===== config.mk =====
export PLATFORM = sky130hd
export DESIGN_NAME = uart_tx_fifo
export DESIGN_NICKNAME = d
export VERILOG_FILES = /design/src/rtl/uart_tx_fifo.sv
export SDC_FILE = /design/constraint.sdc
export NUM_CORES = 1
export LEC_CHECK = 0
export ABC_AREA = 1
export CORE_UTILIZATION = 45
export CTS_CLUSTER_DIAMETER = 100
export DETAILED_ROUTE_END_ITERATION = 10
export GPL_ROUTABILITY_DRIVEN = 1
export HOLD_SLACK_MARGIN = 0.05
export PLACE_DENSITY_LB_ADDON = 0.12
export SYNTH_ARGS = -nofsm -noshare
export SYNTH_HDL_FRONTEND = slang
export SYNTH_SLANG_ARGS = --single-unit

===== constraint.sdc =====
create_clock -name clk -period 2.2 [get_ports clk]
set_input_delay 0.22 -clock clk [delete_from_list [all_inputs] [get_ports clk]]
set_output_delay 0.22 -clock clk [all_outputs]
set_load 0.02 [all_outputs]

===== src/rtl/uart_tx_fifo.sv =====
// Byte FIFO plus strobe sequencer feeding the UART transmitter; paces pops on the transmitter's rdy level.
// Optional sticky overflow flag (ovf/ovf_clr ports) is built when UART_TX_FIFO_OVF_EN is defined.
module uart_tx_fifo #(
  parameter int DEPTH_LOG2      = 3,
  parameter int RESTROBE_CYCLES = 16
) (
  input  logic                  clk,
  input  logic                  res_n,
  input  logic [7:0]            wr_data,
  input  logic                  wr_en,
  output logic                  full,
  output logic                  empty,
  output logic [DEPTH_LOG2:0]   count,
  output logic [7:0]            tx_byte,
  output logic                  stb,
`ifdef UART_TX_FIFO_OVF_EN
  output logic                  ovf,
  input  logic                  ovf_clr,
`endif
  input  logic                  rdy
);

  localparam int DEPTH = 1 << DEPTH_LOG2;
  localparam int CNT_W = DEPTH_LOG2 + 1;
  localparam int RC_W  = $clog2(RESTROBE_CYCLES);

  typedef enum logic [1:0] {IDLE, STRB, WBSY, WRDY} state_e;

  state_e                state_q, state_d;
  logic [7:0]            mem_q [DEPTH];
  logic [DEPTH_LOG2-1:0] wr_ptr_q, wr_ptr_d;
  logic [DEPTH_LOG2-1:0] rd_ptr_q, rd_ptr_d;
  logic [CNT_W-1:0]      count_q, count_d;
  logic [7:0]            tx_byte_q, tx_byte_d;
  logic                  stb_q, stb_d;
  logic [RC_W-1:0]       rcnt_q, rcnt_d;
  logic                  wr_accept;
  logic                  pop;

  // Flags are decoded from the registered count so nothing combinational leaks from wr_en/rdy.
  assign full      = (count_q == CNT_W'(DEPTH));
  assign empty     = (count_q == '0);
  assign count     = count_q;
  assign tx_byte   = tx_byte_q;
  assign stb       = stb_q;
  assign wr_accept = wr_en && !full;

  always_comb begin
    state_d   = state_q;
    tx_byte_d = tx_byte_q;
    stb_d     = 1'b0;
    rcnt_d    = rcnt_q;
    pop       = 1'b0;
    unique case (state_q)
      IDLE: begin
        if (!empty && rdy) begin
          pop       = 1'b1;
          tx_byte_d = mem_q[rd_ptr_q];
          stb_d     = 1'b1;
          state_d   = STRB;
        end
      end
      STRB: begin
        rcnt_d  = '0;
        state_d = WBSY;
      end
      WBSY: begin
        // A transmitter that never leaves idle probably missed the strobe, so repeat it.
        if (!rdy) begin
          state_d = WRDY;
        end else if (rcnt_q == RC_W'(RESTROBE_CYCLES - 1)) begin
          stb_d   = 1'b1;
          state_d = STRB;
        end else begin
          rcnt_d = rcnt_q + RC_W'(1);
        end
      end
      WRDY: begin
        if (rdy) state_d = IDLE;
      end
      default: state_d = IDLE;
    endcase
  end

  always_comb begin
    wr_ptr_d = wr_accept ? wr_ptr_q + DEPTH_LOG2'(1) : wr_ptr_q;
    rd_ptr_d = pop ? rd_ptr_q + DEPTH_LOG2'(1) : rd_ptr_q;
    count_d  = count_q;
    case ({wr_accept, pop})
      2'b10:   count_d = count_q + CNT_W'(1);
      2'b01:   count_d = count_q - CNT_W'(1);
      default: count_d = count_q;
    endcase
  end

  always_ff @(posedge clk or negedge res_n) begin
    if (!res_n) begin
      state_q   <= IDLE;
      wr_ptr_q  <= '0;
      rd_ptr_q  <= '0;
      count_q   <= '0;
      tx_byte_q <= 8'h00;
      stb_q     <= 1'b0;
      rcnt_q    <= '0;
    end else begin
      state_q   <= state_d;
      wr_ptr_q  <= wr_ptr_d;
      rd_ptr_q  <= rd_ptr_d;
      count_q   <= count_d;
      tx_byte_q <= tx_byte_d;
      stb_q     <= stb_d;
      rcnt_q    <= rcnt_d;
    end
  end

  // Storage needs no reset: the pointers and count define which entries are live.
  always_ff @(posedge clk) begin
    if (wr_accept) mem_q[wr_ptr_q] <= wr_data;
  end

`ifdef UART_TX_FIFO_OVF_EN
  logic ovf_q, ovf_d;

  always_comb begin
    ovf_d = ovf_q;
    if (ovf_clr)        ovf_d = 1'b0;
    if (wr_en && full)  ovf_d = 1'b1;
  end

  always_ff @(posedge clk or negedge res_n) begin
    if (!res_n) ovf_q <= 1'b0;
    else        ovf_q <= ovf_d;
  end

  assign ovf = ovf_q;
`endif

endmodule


## Word-level counts from Yosys, hierarchy flattened

Memory sizes are Yosys's and may differ from the RTL's. A register that Yosys moved wholly into a read port is not among the register bits.
Index checks and enable logic that the tools add are counted.

| word-level totals | value |
|---|---|
| output and inout bits | 15 |
| flip-flop bits (word level) | 17 |
| memories | 1 |
| RAM bits | 64 |
| logic and storage cells | 52 |
| bits of input ports | 12 |

| operators by class | value |
|---|---|
| add/sub/neg operators | 5 |
| reduce and logical (&&, ||, !) cells | 12 |
| eq/ne operators | 12 |
| muxes and demuxes | 16 |

Memories:

| memory | words | width | read ports | clocked after Yosys merged registers in | write ports | line | RTL |
|---|---|---|---|---|---|---|---|
| mem_q | 8 | 8 | 1 | 1 | 1 | 30 | `logic [7:0] mem_q [DEPTH];` |

Operator list:

| kind | number |
|---|---|
| $pmux 4 s2 | 2 |
| $add 4x1->4 const B | 2 |
| $eq 4x4->1 const B | 2 |
| $mux 2 | 4 |
| $mux 4 | 2 |
| $ne 2x2->1 const B | 4 |
| $pmux 2 s4 | 1 |
| $add 3x1->3 const B | 2 |
| $eq 2x2->1 const B | 3 |
| $mux 1 | 6 |
| $reduce_and 3->1 | 2 |
| $eq 2x1->1 const B | 2 |
| $logic_not 4->1 | 1 |
| $reduce_bool 2->1 | 2 |
| $sub 4x1->4 const B | 1 |
| $logic_not 1->1 | 3 |
| $ne 3x3->1 const B | 1 |
| $logic_and 1x1->1 | 2 |
| $logic_not 2->1 | 1 |
| $pmux 1 s2 | 1 |
| $reduce_and 2->1 | 1 |

## Depth between registers and ports, before layout

| depth | value |
|---|---|
| depth in word-level cells | 7 |
| gate-level depth with buffers | 14 |

## Least setup slack after synthesis

OpenSTA, ideal clock, no wires.

| path | value |
|---|---|
| path type | reg-to-reg |
| from | register count_q[1], in the netlist count[1] |
| to | register count_q[2], in the netlist count[2] |
| cell stages (with the launch flop) | 13 |
| data required time | 2.071 ns |
| setup slack | 0.199 ns |
| data arrival time | 1.872 ns |
| cell sequence | dfrtp_1 -> nor2_2 -> nand3_2 -> nand4_2 -> inv_2 -> buf_6 -> ha_1 -> nor2_1 -> nor2_1 -> ha_1 -> a21oi_1 -> xor2_1 -> o21ai_0 |

| between the ends | value |
|---|---|
| word-level cells in the longest chain between the ends | 7 |

Ends and longest elaborated chain:

| what | line | RTL |
|---|---|---|
| start: declaration | 33 | `logic [CNT_W-1:0] count_q, count_d;` |
| start signal: assignment | 109 | `count_q <= count_d;` |
| $logic_not 4->1 * | 42 | `assign empty = (count_q == '0);` |
| $logic_not 1->1 * | 56 | `if (!empty && rdy) begin` |
| $logic_and 1x1->1 * | 56 |  |
| $mux 1 * | 56 |  |
| $mux 1 * | 54 | `unique case (state_q)` |
| named net pop | 38 | `logic pop;` |
| $eq 2x1->1 / $eq 2x2->1 (equally long branches) | 89 | `case ({wr_accept, pop})` |
| $pmux 4 s2 / $reduce_bool 2->1 (equally long branches) | -- |  |

The timed path passes the listed nets; every way through them passes the cells marked *.
A chain may end at the register's enable or synchronous reset.

## Worst setup path after layout

| path | value |
|---|---|
| from | register count_q[1], in the netlist count[1] |
| to | output port full |

| between the ends | value |
|---|---|
| word-level cells in the longest chain between the ends | 1 |

Ends and longest elaborated chain:

| what | line | RTL |
|---|---|---|
| $eq 4x4->1 | 41 | `assign full = (count_q == CNT_W'(DEPTH));` |
| end: declaration | 11 | `output logic full,` |

No other way between the ends.

==> impl_metrics.toml <==
[synthesis]
synth_edf_count = 64
ys.flop_type = "edfxtp_1"
yosysWarningCount = 0
syn_avg_cell_area_sq_um = 11.0
synth_nets = 360
synth_seq_cells = 89
syn_inst = 342
syn_area_sq_um = 3770
netlist-cell-type-count = 25
yosysSeqAreaShare_pct = 67.6
async_flop_share_pct = 28.1

[placement]
placed_cells = 476
dp_hpwl_um = 4920
portBuffers = 26
routabilityCongestion = 0.792

[timing]
drv_slew = 0
max_slew_margin_pct = 66.8
worst_pin_slew_ps = 497
fin_crit_ps = 1980
setup_viol_count_final = 0
rsz0062_at_grt = "false"
final.setup.tns_ps = 0
timing.fmax_mhz = 506
min_period_over_period_pct = 89.8
fin_worst_skew_ps = 7.75
hold_viol_final = 0

[global_route]
grt_pass1_vias = 2393
grt_start_max_net_pins = 34
overflow = 0
track_usage_pct = 19.9
antenna_found_initial = 0
grt_pass1_wl_um = 12600

[routing]
vias_per_cell = 5.07
drtPass1Iterations = 6
met3WireLength_um = 326
met1_length_um = 3590
post_drt_wl_per_cell_um = 15.7
vias = 2492
dr.first_iter.drc_count = 90
drc_errors = 0
wl_met2_um = 3650
ant_nets = 0
wl_um = 7700
top_layer_used = "met4"

[setup_path]
criticalPathCategory = "flip-flop to primary output"
reg2reg_from = "count[1]"
worstSetupStartpointType = "flip-flop"
r2r_end = "count[2]"
critPathArrivalTime_ps = 1760
rrSetupSlack_ps = 230
r2r_cells = 11
end_kind = "primary output"
path_max_fanout = 6
required_ps = 1980

[clocking]
numCtsBuffers = 9
clkTransAtPathRegs_ps = 90
root_buffer = "clkbuf_8"
clkLatencyLatePin_ps = 360
cts_buffer_depth = 2
clock-sinks = 89
post_cts_resize_count = 0
postCtsHoldBufs = 0
cts_tree = "done"
post-cts-setup-buffers = 0
htreeDepth = 3

[job]
maxCapViolations = 0

[final_layout]
drive_above_1_share_pct = 10.6
instances_no_fill = 492
area_delta_synth_final_pct = 15.1
n_antenna_cell = 0
layout_common_cells = "76 x nor2_1, 64 x edfxtp_1, 51 x nand2_1"
fin_nets = 400
layout_commonest_cell = "nor2_1"

[floorplan]
die-area_sq_um = 8750
die_w_um = 93.5
io_pins = 27
num_rows = 33
start_util_pct = 46.1
fp.coreArea_sq_um = 8180
fp.dieH_um = 93.5

[min_path]
hold_path.class = "primary input to async pin"

[outcome]
status = "complete, no violations"

[power]
powerDensity_nw_per_um2 = 1280
ir_drop_v = 0.000470
p_leak_uw = 0.00172
## cell type report
type | count | area (sq um)
clock inverter | 5 | 33.8
clock buffer | 11 | 131
timing repair buffer | 42 | 380
sequential | 89 | 2550
tap | 105 | 131
multi-input combinational | 222 | 1040
fill | 725 | 3840
inverter | 18 | 70.1
## how the worst max path moves through the flow
stage	slack, ps	to	from
after floorplan	200	count[2]	count[1]
after global placement	260	count[2]	rdy
after detailed placement	200	count[2]	rdy
after CTS	200	full	count[1]
after global routing	90	count[2]	count[1]
final	220	full	count[1]
## registers in the layout, indices dropped and copies added, names as in the netlist
register / cells
count: 4
mem_q: 64
rcnt_q: 4
rd_ptr_q: 3
state_q: 2
stb: 1
tx_byte: 8
wr_ptr_q: 3
## worst max-delay path, stage by stage, from the launching register on
cell and delay [ps]:
dfrtp_1 450, nor2_2 170, nand3_1 110, inv_1 70, clkdlybuf4s50_1 590
## synthesized netlist by cell type, types with 2 or more instances
library cell	count	area share [%]
nor2_1	76	7.6
edfxtp_1	64	51
nand2_1	51	5.1
o21ai_0	37	4.9
nand3_1	33	4.4
dfrtp_1	25	17
inv_1	12	1.2
ha_1	6	2.0
buf_6	5	1.5
a21oi_1	4	0.53
buf_4	4	0.80
inv_2	4	0.40
xor2_1	4	0.93
buf_2	3	0.40
o21ai_1	3	0.40
xnor2_1	2	0.46
## power by group
part	switching (uW)	internal, uW
Clock	570	409
Combinational	1310	808
Sequential	280	2180
Total	2160	3400
## cells by family after synthesis
| group | after synthesis | share of synthesized area, % |
|---|---|---|
| fa+ha+maj | 6 | 1.99 |
| flops | 89 | 67.6 |
| xor+xnor | 6 | 1.39 |
| simple gates | 166 | 18.5 |
| buf+inv | 31 | 4.68 |
| compound gates | 44 | 5.84 |
## stage by stage
| step | total power, uW | hold slack, ps | setup WS, ps | instance area [sq um] | utilization [%] |
|---|---|---|---|---|---|
| after floorplan | 3950 | -75.6 | 199 | 3770 | - |
| after global placement | 4590 | 470 | 256 | 4170 | 51.1 |
| after detailed placement | 4640 | 471 | 204 | 4170 | 51.1 |
| after CTS | 5600 | 227 | 201 | 4340 | 53.1 |
| after global routing | 5980 | 256 | 86.9 | 4340 | 53.1 |
| final | 5560 | 215 | 224 | 4340 | 53.1 |
## per-layer routing
metal / track usage [%] / vias up
met5: 0 / -
met4: 8.21 / 0
met3: 4.15 / 11
met2: 31.4 / 55
met1: 26.8 / 1185
li1: - / 1241
Power figures use the tool's default switching activity.
